### src/rtl/i2s_transmitter.sv
// i2s_transmitter: master-mode I2S DAC transmitter with divided BCLK/LRCK and a one-entry sample buffer
// Ports: inClock/reset (async, active-high); inDataLeft/inDataRight/inValid/inReady sample handshake;
// codecBitClock/codecLRClock/codecData codec pins; frameStart/underrun one-cycle frame-boundary pulses.
module i2s_transmitter #(
  parameter int wordSize = 16,
  parameter int slotBits = 32,
  parameter int bitClockHalfPeriod = 8
) (
  input  logic                inClock,
  input  logic                reset,
  input  logic [wordSize-1:0] inDataLeft,
  input  logic [wordSize-1:0] inDataRight,
  input  logic                inValid,
  output logic                inReady,
  output logic                codecBitClock,
  output logic                codecLRClock,
  output logic                codecData,
  output logic                frameStart,
  output logic                underrun
);
  localparam int dw = $clog2(bitClockHalfPeriod);
  localparam int bw = $clog2(2 * slotBits);
  localparam logic [dw-1:0] div_last = dw'(bitClockHalfPeriod - 1);
  localparam logic [bw-1:0] bit_last = bw'(2 * slotBits - 1);
  localparam logic [bw-1:0] slot_n = bw'(slotBits);
  localparam logic [bw-1:0] word_n = bw'(wordSize);
  logic [dw-1:0] div_cnt;
  logic [bw-1:0] bit_cnt, bit_nxt, k;
  logic [wordSize-1:0] buf_l, buf_r, sr_l, sr_r;
  logic tc, fe, boundary, capture, lr_nxt, emit;
  // Outputs are registered from the next bit position, so data and LRCK change on the same edge as the BCLK fall.
  always_comb begin
    tc = div_cnt == div_last;
    fe = tc && codecBitClock;
    boundary = fe && bit_cnt == bit_last;
    bit_nxt = bit_cnt == bit_last ? '0 : bit_cnt + 1'b1;
    lr_nxt = bit_nxt >= slot_n;
    k = lr_nxt ? bit_nxt - slot_n : bit_nxt;
    emit = k != '0 && k <= word_n;
    capture = inValid && inReady;
  end
  always_ff @(posedge inClock or posedge reset) begin
    if (reset) begin
      div_cnt <= '0;
      bit_cnt <= bit_last;
      codecBitClock <= 1'b0;
      codecLRClock <= 1'b0;
      codecData <= 1'b0;
      inReady <= 1'b1;
      frameStart <= 1'b0;
      underrun <= 1'b0;
      buf_l <= '0;
      buf_r <= '0;
      sr_l <= '0;
      sr_r <= '0;
    end else begin
      div_cnt <= tc ? '0 : div_cnt + 1'b1;
      codecBitClock <= tc ? !codecBitClock : codecBitClock;
      frameStart <= boundary;
      underrun <= boundary && inReady;
      // A capture coinciding with a boundary refills the buffer for the following frame.
      inReady <= boundary ? !capture : inReady && !capture;
      if (capture) begin
        buf_l <= inDataLeft;
        buf_r <= inDataRight;
      end
      if (fe) begin
        bit_cnt <= bit_nxt;
        codecLRClock <= lr_nxt;
        codecData <= emit && (lr_nxt ? sr_r[wordSize-1] : sr_l[wordSize-1]);
        if (boundary) begin
          sr_l <= inReady ? '0 : buf_l;
          sr_r <= inReady ? '0 : buf_r;
        end else if (emit && lr_nxt) begin
          sr_r <= sr_r << 1;
        end else if (emit) begin
          sr_l <= sr_l << 1;
        end
      end
    end
  end
endmodule

### config.mk
export PLATFORM = sky130hd
export DESIGN_NAME = i2s_transmitter
export DESIGN_NICKNAME = d
export VERILOG_FILES = /design/src/rtl/i2s_transmitter.sv
export SDC_FILE = /design/constraint.sdc
export NUM_CORES = 1
export LEC_CHECK = 0
export ABC_AREA = 1
export CORE_MARGIN = 2
export CORE_UTILIZATION = 60
export CTS_CLUSTER_SIZE = 10
export DETAILED_ROUTE_END_ITERATION = 7
export DONT_BUFFER_PORTS = 1
export HOLD_SLACK_MARGIN = 0.12
export MAX_ROUTING_LAYER = met4
export PLACE_DENSITY = 0.76
export SYNTH_ARGS = -nofsm -noshare
export SYNTH_HDL_FRONTEND = slang
export SYNTH_SLANG_ARGS = --single-unit
### constraint.sdc
create_clock -name inClock -period 2.9 [get_ports inClock]
set_input_delay 0.58 -clock inClock [delete_from_list [all_inputs] [get_ports inClock]]
set_output_delay 0.58 -clock inClock [all_outputs]
set_load 0.02 [all_outputs]
==> results of run 1 <==
==> how the worst max path moves through the flow <==
stage	from	to	slack (ps)
2_1_floorplan	reset	buf_l[0]	310
3_3_place_gp	div_cnt[0]	sr_l[15]	770
3_5_place_dp	div_cnt[0]	sr_l[6]	690
4_1_cts	div_cnt[0]	sr_l[12]	660
5_1_grt	div_cnt[0]	sr_l[12]	450
6_report	div_cnt[0]	sr_l[12]	660
==> metrics by stage <==
| stage | hold WS (ps) | util |
|---|---|---|
| after global routing | 273.6 | 0.6574 |
| after floorplan | 403.1 | - |
| after global placement | 411.4 | 0.6257 |
| final | 280.4 | 0.6574 |
| after CTS | 278.8 | 0.6574 |
| after detailed placement | 421.5 | 0.6257 |
==> worst max-delay path, cell delays in order, from the launching register on <==
cell and delay, ps:
dfrtp_1 380, ha_1 210, ha_1 230, nand2_1 350
nor2_4 90, inv_2 300, buf_4 260, nand2_4 140
nand2_1 100, nand2_1 60
==> per-layer routing <==
metal	wire, um	vias to the layer above	track usage
met3	355	8	0.04239
li1	-	1374	-
met5	0	-	-
met4	82	0	0.1017
met2	3098	61	0.3500
met1	3051	1241	0.2841
==> placed cells by master (no fill, tap or decap) <==
cell type,synthesis,layout
inv_1,27,26
nor2_1,9,9
clkbuf_8,0,9
dfstp_2,7,7
inv_2,4,5
o21bai_1,1,1
nor2_4,2,2
dlygate4sd3_1,0,1
a21oi_1,1,1
clkinv_2,0,1
nand2_4,3,3
dfrtp_1,72,72
buf_4,2,5
nand4_1,5,5
nor2_2,2,2
o21ai_1,11,11
clkbuf_1,8,5
nand2_1,196,196
nand3_4,2,2
buf_12,0,2
xnor2_1,1,1
ha_1,3,3
o21ai_0,25,25
bufinv_16,0,1
nand3_1,36,36
nand3_2,2,2
nand2_2,14,14
==> layout make-up <==
cell class | count | area, sq um
Tap cell | 75 | 93.84
Fill cell | 517 | 2028
Sequential cell | 79 | 1986
Clock buffer | 14 | 142.6
Multi-Input combinational cell | 313 | 1431
Inverter | 31 | 116.4
Timing Repair Buffer | 8 | 87.58
Clock inverter | 2 | 35.03
==> where the power goes <==
part,switching [uW],total [uW],internal [uW]
Clock,378,777,399
Combinational,56.3,83.0,26.7
Sequential,21.1,1180,1160
==> synthesized netlist by cell type, drive strengths merged <==
| library cell | n |
|---|---|
| o21ai | 36 |
| dfrtp | 72 |
| o21bai | 1 |
| buf | 12 |
| xnor2 | 1 |
| nand2 | 213 |
| ha | 3 |
| nand4 | 5 |
| a21oi | 1 |
| dfstp | 7 |
| clkbuf | 8 |
| nand3 | 40 |
| nor2 | 13 |
| inv | 31 |
==> state kept, by name (all words and copies together), names as in the netlist <==
| signal | cells |
|---|---|
| buf_l | 16 |
| buf_r | 16 |
| sr_l | 16 |
| sr_r | 16 |
| bit_cnt | 6 |
| div_cnt | 3 |
| codecBitClock | 1 |
| codecData | 1 |
| codecLRClock | 1 |
| frameStart | 1 |
| inReady | 1 |
| underrun | 1 |
==> logic make-up after synthesis <==
kind of cell	Yosys count	synth area share
compound gates	38	0.05254
xor+xnor	1	0.002389
fa+ha+maj	3	0.01024
buf+inv	51	0.06823
flops	79	0.5415
simple gates	271	0.3251
==> repair_timing <==
item,CTS,global route
endpoints found under the hold margin,13,0
resized for setup,0,0
hold buffers,1,0
==> impl_results.md, run 1 <==
* Outcome: finished, final reports clean
* DR vias at approximately 2,700
* Hold path startpoint: inValid
* Unrepaired setup endpoints after global routing: no
* R2R Path Start: div_cnt[0]
* Clock slew at the register clock pins of the worst setup and hold paths at roughly 80 ps
* # nets final at 480
* Largest net degree at the start of global routing at 62
* Final WS setup at between 600 and 700 ps
* Cells after Synth at around 440
* Dpl hpwl at 4487 um
* First-pass GRT wire length at around 11,000 um
* Setup TNS at 0 ps
* Power Dens Cells at 523.5 nW/um^2
* Fin. Hold Viols at 0
* IO Port Bufs at 0
* Synth area leaders: dfrtp_1 49%, nand2_1 20%, dfstp_2 5.0%
* Synth area leader: dfrtp_1
* Final instance area at 3892 sq um
* DRC errors left at 0
* Data arrival, critical path at 2480 ps
* Die Ht at 82.18 um
* Initial Util at 0.6194
* Final Cycle Share at 0.7729
* Routed length per instance at about 13 um
* Hold WC Path Type: in2reg
* Slew @ Worst Pin at 441.3 ps
* Dpl ws at 691.3 ps
* Slew HR at 0.7055
* # clock sinks at 79
* Row count at 28
* Placed Instance Area at around 3700 sq um
* RePlAce Congestion at ~0.8
* Mapped Area at around 3700 sq um
* CP endpoint kind: register
* Yosys synthesis warning count at 0
* Share of cells above drive strength 1 at 0.1230
* Max-slew violations at 0
* Routed WL at approximately 6600 um
* Vias in the first global route at between 2,000 and 3,000
* Worst hold path endpoint: inReady
* Max FO, Critical Path at 21
* CTS H-Tree Depth at 3
* Setup Viol. Count Final at 0
* Total CTS buffers at 9
* All-Layer GR Usage at 0.2238
* Clock root buffer: clkbuf_8
* Share of the synthesized area in the top cell type at 0.4913
* CTS tree: done
* Clock skew at 9.217 ps
* R2R Setup Slk at roughly 660 ps
* Area grow syn2layout at 6.141%
* FF+latch count, synth at 79
* Antenna violations before repair at 0
* Net Count, Synth at 481
* Critical path start-end classification: reg2reg
* Setup bufs post-CTS at 0
* Avg Synthesized Cell Area at between 8 and 9 sq um
* DR vias/cell at 5.142
* Clk_lat worst skew at ~350 ps
* Hold path depth at 1
* Yosys cell types at 26
* Inserted Diodes at 0
* R2R depth at 9
* Core Area at ~5900 sq um
* Grt ovf at 0
* Die ar. at roughly 6800 sq um
* LEAKAGE at between 0.002 and 0.0025 uW
* FF-to-FF End: sr_l[12]
* Register area share after synthesis at 0.5415
* Min cycle time layout at 2241 ps
* Max Cap Viol at 0
* Max Fclk at around 450 MHz
* Pwr Total at around 2000 uW
* Req. time, crit path at 3130 ps
* Ports at 41
* Clock tree buffer depth at 2
* Peak supply drop at about 0.43 mV
* DRT iter0 DRCs at between 150 and 200
* Critical Path Start Type: register
* Antenna-violating nets left at 0
* Post-Layout Cell Count at about 520
* Die width at between 80 and 90 um
* Cells after DPL at between 500 and 600
* Detailed Routing Iterations Pass 1 at 6
No activity file was read; power rests on OpenSTA's default activity.
==> run 2, diff against run 1 <==
--- a/config.mk
+++ b/config.mk
@@ -7,13 +7,13 @@
 export LEC_CHECK = 0
 export ABC_AREA = 1
 export CORE_MARGIN = 2
-export CORE_UTILIZATION = 60
+export CORE_UTILIZATION = 57
 export CTS_CLUSTER_SIZE = 10
 export DETAILED_ROUTE_END_ITERATION = 7
 export DONT_BUFFER_PORTS = 1
 export HOLD_SLACK_MARGIN = 0.12
 export MAX_ROUTING_LAYER = met4
-export PLACE_DENSITY = 0.76
+export PLACE_DENSITY = 0.75
 export SYNTH_ARGS = -nofsm -noshare
 export SYNTH_HDL_FRONTEND = slang
 export SYNTH_SLANG_ARGS = --single-unit
==> constraint.sdc (replaced) <==
create_clock -name inClock -period 1.9 [get_ports inClock]
set_input_delay 0.38 -clock inClock [delete_from_list [all_inputs] [get_ports inClock]]
set_output_delay 0.38 -clock inClock [all_outputs]
set_load 0.02 [all_outputs]
==> run 2 against run 1 <==
  * Sequential share of layout area fell by 4.1 points
  * Utilization rose by 1.7 points
  * Global-route usage rose by 0.98 points
  * Combinational power rose by 80%
  * Total power rose by 58%
  * Worst setup slack got worse by 580 ps
  * Critical path depth rose by 2
  * Sequential power rose by 53%
  * Clock skew rose by 0.59 ps
  * Die area rose by 5.0%
  * Via count rose by 6.1%
  * Clock-buffer cell count fell by 4
  * Critical path type unchanged
==> impl_results.md, run 2 (same netlist as run 1, synthesis figures left out) <==
* Clock root buffer: clkbuf_8
* Register area at 1986 sq um (unchanged)
* RePlAce Congestion at 0.8537 (+7.0%)
* Clock skew at 9.806 ps (+0.5885 ps)
* Crit path largest cell delay at 560 ps (+180 ps)
* IO Port Bufs at 0 (unchanged)
* Fin. Hold Viols at 0 (unchanged)
* CTS H-Tree Depth at 3 (unchanged)
* Routed length per instance at 13.56 um (+7.5%)
* Commonest non-fill, non-tap cell in the layout: nand2_1
* Area grow syn2layout at 15.49%
* GRT met1 Usage at 0.3032 (+0.01910)
* CTS tree: done
* Clk_lat worst skew at 360 ps (about the same)
* Data arrival, critical path at 2070 ps (-410 ps)
* Inserted Diodes at 0 (unchanged)
* Final Cycle Share at 0.9574 (+0.1845)
* Final instance area at 4235 sq um (+8.8%)
* Fill cells at 503 (-2.7%)
* Largest net degree at the start of global routing at 34 (-45%)
* Total CTS buffers at 9 (unchanged)
* Max FO, Critical Path at 5 (-76%)
* Die ar. at 7091 sq um (+5.0%)
* Global routing's busiest layer: met2
* # clock sinks at 79 (unchanged)
* DRT iter0 DRCs at 135 (-12%)
* Hold WC Path Type: in2reg
* Global Route met2 Usage at 0.3615 (+0.01147)
* Clock slew at the register clock pins of the worst setup and hold paths at 80 ps (about the same)
* Share of cells above drive strength 1 at 0.1645 (+0.04149)
* Fin util at 0.6747 (+0.01727)
* Setup Viol. Count Final at 0 (unchanged)
* Met3 Resource Use GR at 0.05605 (+0.01366)
* Detailed Routing Iterations Pass 1 at 6 (unchanged)
* Routed WL at 7391 um (+12%)
* Multi-input logic area at 1499 sq um (+4.7%)
* Placed Instance Area at 3809 sq um (+2.8%)
* DRC errors left at 0 (unchanged)
* DR vias at 2,848 (+6.1%)
* DR vias/cell at 5.226 (+1.6%)
* Outcome: finished, final reports clean
* Dpl hpwl at 4867 um (+8.5%)
* Peak supply drop at 0.5835 mV (+37%)
* Max Cap Viol at 0 (unchanged)
* Row count at 29 (+3.6%)
* Delay-heaviest family, CP: simple AND/OR/NAND/NOR gates
* CP endpoint kind: register
* Core Area at 6277 sq um (+6.0%)
* Slew @ Worst Pin at 555.9 ps (+114.6 ps)
* Initial Util at 0.5842 (-0.03519)
* Vias in the first global route at 2,773 (+9.6%)
* First-pass GRT wire length at 12,670 um (+14%)
* Max-slew violations at 0 (unchanged)
* Combined buffer and inverter count along the critical path at 1 (-1)
* Final Hold Slack at 130.9 ps (-149.5 ps)
* Setup TNS at 0 ps (unchanged)
* # nets final at 501 (+4.4%)
* Slew HR at 0.6286 (-0.07686)
* Die Ht at 84.21 um (+2.5%)
* Antenna-violating nets left at 0 (unchanged)
* Critical Path Start Type: register
* Ports at 41 (unchanged)
* Max Fclk at 549.7 MHz (+23%)
* Antenna violations before repair at 0 (unchanged)
* Clock tree buffer depth at 2 (unchanged)
* Commonest cells after routing, fill and taps aside: 195 x nand2_1, 72 x dfrtp_1, 36 x nand3_1, 26 x inv_1, 21 x o21ai_0
* Die width at 84.21 um (+2.5%)
* Slowest stage cell, crit path: dfstp_2
* Power Dens Cells at 760.7 nW/um^2 (+45%)
* CP Cell Sequence: ha_4 -> nand2_4 -> nor2_4 -> nand2_4 -> nand3_4 -> nand2_2 -> nand2_4 -> nand3_4 -> buf_4 -> nand3_1 -> nand2_1
* Min cycle time layout at 1819 ps (-422.2 ps)
* LEAKAGE at 0.002201 uW (+7.5%)
* Req. time, crit path at 2150 ps (-980 ps)
* All-Layer GR Usage at 0.2335 (+0.009753)
* Grt ovf at 0 (unchanged)
* CP most frequent cell: nand2_4
* Critical path start-end classification: reg2reg
[run 2: routing by layer]
layer | routed length, um | part of all wire
met1 | 3323 | 0.45
met2 | 3536 | 0.48
met3 | 417 | 0.056
met4 | 114 | 0.015
met5 | 0 | 0
[run 2: cell type report]
cell class / instances / area share
multi-input cells: 313 / 0.3539
clock buffers: 10 / 0.03250
flip-flops and latches: 79 / 0.4688
repair buffers: 29 / 0.07533
inverters: 31 / 0.03072
clock inverters: 6 / 0.01595
well taps: 77 / 0.02275
[run 2: worst paths after layout]
check	from	endpoint	slack [ps]	cells after the start
worst max register to register	bit_cnt[0]	sr_r[14]	80	11
min in group asynchronous	reset	buf_l[8]	550	2
worst min-delay path	inDataLeft[8]	buf_l[8]	130	2
worst max-delay path	bit_cnt[0]	sr_r[14]	80	11
worst min register to register	div_cnt[0]	div_cnt[0]	430	1
max in group asynchronous	reset	bit_cnt[0]	750	3
[run 2: worst reg2reg max path, cell delays in order, from the launching register on]
cell and delay [ps]:
dfstp_2 560, ha_4 150, nand2_4 80, nor2_4 120, nand2_4 80, nand3_4 90
nand2_2 70, nand2_4 110, nand3_4 140, buf_4 180, nand3_1 70, nand2_1 70
[run 2: where the power goes]
group	switching [uW]	internal [uW]	total, uW
sequential	35.7	1770	1800
combinational	96.1	53.1	149
clock	625	646	1270
[run 2: stage by stage]
step                      worst slack [ps]  power, uW  std cells
after floorplan                      54.97       1917        443
after global placement               82.56       1961        515
after detailed placement            -10.34       1972        515
after CTS                            4.008       3258        538
after global routing                -18.05       3341        545
final                                80.96       3222        545
[run 2: timing repair]
item,CTS,global route
hold buffers,7,0
hold endpoints to repair,26,0
gates resized for setup,1,21
pin swaps,0,6
cloned,0,1
endpoints found under the setup margin,9,31
buffers inserted,0,6
==> run 3, diff against run 2 <==
--- a/config.mk
+++ b/config.mk
@@ -14,6 +14,8 @@
 export HOLD_SLACK_MARGIN = 0.12
 export MAX_ROUTING_LAYER = met4
 export PLACE_DENSITY = 0.75
+export REMOVE_ABC_BUFFERS = 1
+export SLEW_MARGIN = 20
 export SYNTH_ARGS = -nofsm -noshare
 export SYNTH_HDL_FRONTEND = slang
 export SYNTH_SLANG_ARGS = --single-unit
==> run 3 against run 2 <==
  * The run now ends with negative setup slack left
  * Sequential power is essentially flat
  * Total power grew 6.2%
  * Critical endpoint is now sr_l[3]
  * Largest power group unchanged
  * Largest cell class unchanged
  * Sequential cell count is the same
  * Via count grew 1.1%
  * Cell count grew 0.55%
  * Clock skew shrank 2.5 ps
  * Design area grew 3.5%
==> impl_results.md, run 3 (same netlist as run 1, synthesis figures left out) <==
* All-Layer GR Usage at 0.2248 (-0.008698)
* Setup Viol. Count Final at 13 (+13)
* LEAKAGE at 0.002285 uW (+3.8%)
* Max FO, Critical Path at 7 (+2)
* Die Ht at 84.21 um (unchanged)
* Fin. Hold Viols at 0 (unchanged)
* CTS H-Tree Depth at 3 (unchanged)
* Slew @ Worst Pin at 487.1 ps (-68.78 ps)
* DRC errors left at 0 (unchanged)
* Total CTS buffers at 9 (unchanged)
* Clock slew at the register clock pins of the worst setup and hold paths at 80 ps (about the same)
* # nets final at 504 (+0.60%)
* Unrepaired setup endpoints after global routing: yes
* Worst hold path endpoint: buf_l[7]
* Critical path start-end classification: reg2reg
* Sw frac at 0.2052 (-0.02976)
* Min cycle time layout at 1953 ps (+133.5 ps)
* Clock skew at 7.279 ps (-2.527 ps)
* Critical Path Start Type: register
* CTS tree: done
* Hold path depth at 2 (unchanged)
* Hold path startpoint: inDataLeft[7]
* Req. time, crit path at 2130 ps (-20 ps)
* RePlAce Congestion at 0.8549 (+0.14%)
* P_sw at 702.0 uW (-7.3%)
* Fill cells at 494 (-1.8%)
* R2R depth at 12 (+1)
* Pint at 2719 uW (+10%)
* Clk pwr share at 0.436 (+0.041)
* Clock tree buffer depth at 2 (unchanged)
* Commonest cells after routing, fill and taps aside: 182 x nand2_1, 72 x dfrtp_1, 36 x nand3_1, 26 x inv_1, 24 x nand2_2
* Initial Util at 0.5842 (unchanged)
* Clock root buffer: clkbuf_8
* Peak supply drop at 0.6343 mV (+8.7%)
* Die width at 84.21 um (unchanged)
* Die ar. at 7091 sq um (unchanged)
* Antenna violations before repair at 0 (unchanged)
* Clk_lat worst skew at 340 ps (-20 ps)
* Data arrival, critical path at 2180 ps (+110 ps)
* Ports at 41 (unchanged)
* Outcome: finished with violations
* R2R Path Start: bit_cnt[1]
* Dpl hpwl at 4617 um (-5.1%)
* Hold WC Path Type: in2reg
* Sequential power share at 0.525 (-0.034)
* Max Cap Viol at 0 (unchanged)
* Detailed Routing Iterations Pass 1 at 4 (-2)
* FF-to-FF End: sr_l[3]
* Final WS setup at -52.51 ps (-133.5 ps)
* Routed length per instance at 13.71 um (+1.1%)
* Largest net degree at the start of global routing at 49 (+44%)
* Antenna-violating nets left at 0 (unchanged)
* CP endpoint kind: register
* Slew HR at 0.6748 (+0.04616)
* Vias in the first global route at 2,711 (-2.2%)
* Area grow syn2layout at 19.58%
* DR vias/cell at 5.255 (+0.57%)
* Routed WL at 7515 um (+1.7%)
* DR vias at 2,880 (+1.1%)
* Cells after DPL at 517 (+0.39%)
* # clock sinks at 79 (unchanged)
* R2R Setup Slk at -50 ps (-130 ps)
* DRT iter0 DRCs at 210 (+56%)
* Power Dens Cells at 780.1 nW/um^2 (+2.5%)
* Inserted Diodes at 0 (unchanged)
* Post-Layout Cell Count at 548 (+0.55%)
* Max Fclk at 512.2 MHz (-6.8%)
* Grt ovf at 0 (unchanged)
* IO Port Bufs at 0 (unchanged)
* Final Hold Slack at 147.8 ps (+16.91 ps)
* Share of cells above drive strength 1 at 0.2102 (+0.04566)
* Failing checks: negative setup slack
* Row count at 29 (unchanged)
* Comb power frac at 0.038 (-0.008)
* First-pass GRT wire length at 12,440 um (-1.8%)
* Commonest non-fill, non-tap cell in the layout: nand2_1
* Core Area at 6277 sq um (unchanged)
* Max-slew violations at 0 (unchanged)
* Final Cycle Share at 1.028 (+0.07025)
## run 3: metal layers
metal / share of wire / track usage / wire length [um]
met5: 0 / - / 0
met4: 0.013 / 0.06745 / 95
met3: 0.036 / 0.05015 / 270
met2: 0.49 / 0.3579 / 3715
met1: 0.46 / 0.2913 / 3434
## run 3: worst max path at each step
stage	from	cells after the start	end	slack, ps
after CTS	bit_cnt[0]	10	sr_l[14]	2
after global routing	bit_cnt[1]	12	sr_l[3]	-160
after detailed placement	bit_cnt[0]	10	sr_r[10]	3
final	bit_cnt[1]	12	sr_l[3]	-50
after floorplan	reset	1	buf_l[0]	-490
after global placement	bit_cnt[0]	10	sr_r[12]	70
## run 3: layout make-up
cell class                      instances  area [sq um]  share of cell area
Sequential cell                        79          1986              0.4528
Multi-Input combinational cell        314          1556              0.3549
Clock buffer                           13         148.9             0.03395
Timing Repair Buffer                   31         384.1             0.08759
Tap cell                               77         96.34             0.02197
Inverter                               31         123.9             0.02825
Clock inverter                          3         90.09             0.02054
## run 3: power by group through the flow
stage / registers (uW) / logic (uW) / clock network (uW)
after global routing: 1810 / 159 / 1590
after detailed placement: 1830 / 128 / 0
final: 1800 / 131 / 1490
after CTS: 1800 / 133 / 1520
after floorplan: 1820 / 94.5 / 0
after global placement: 1830 / 123 / 0
## run 3: stage by stage
stage | cell area, sq um | util | total power [uW] | TNS [ps] | setup WS, ps
floorplan | 3533 | - | 1917 | -44140 | -491.8
global placement | 3795 | 0.6045 | 1951 | 0 | 69.93
detailed placement | 3795 | 0.6045 | 1958 | 0 | 3.242
CTS | 4070 | 0.6484 | 3455 | 0 | 2.232
global route | 4385 | 0.6986 | 3556 | -2965 | -162.5
finish | 4385 | 0.6986 | 3421 | -169.1 | -52.51
## run 3: timing repair
action                                  4_1_cts  5_1_grt
pin swaps                                     1       13
gates cloned                                  0        4
hold buffers                                  2        0
resized for setup                             1       45
endpoints found under the setup margin       10       32
endpoints found under the hold margin        22        0
buffers inserted                              1        8
## run 3: worst max-delay path, stage by stage (launching register included)
cell       delay, ps
dfstp_2          570
ha_4             160
nand2_4           60
nor2_4           130
nand2_4           80
nor2_4           200
clkinv_4          80
buf_12           150
clkbuf_16        160
nand2_1           60
nand2_1           60
nand2_1           70
nand2_1           50
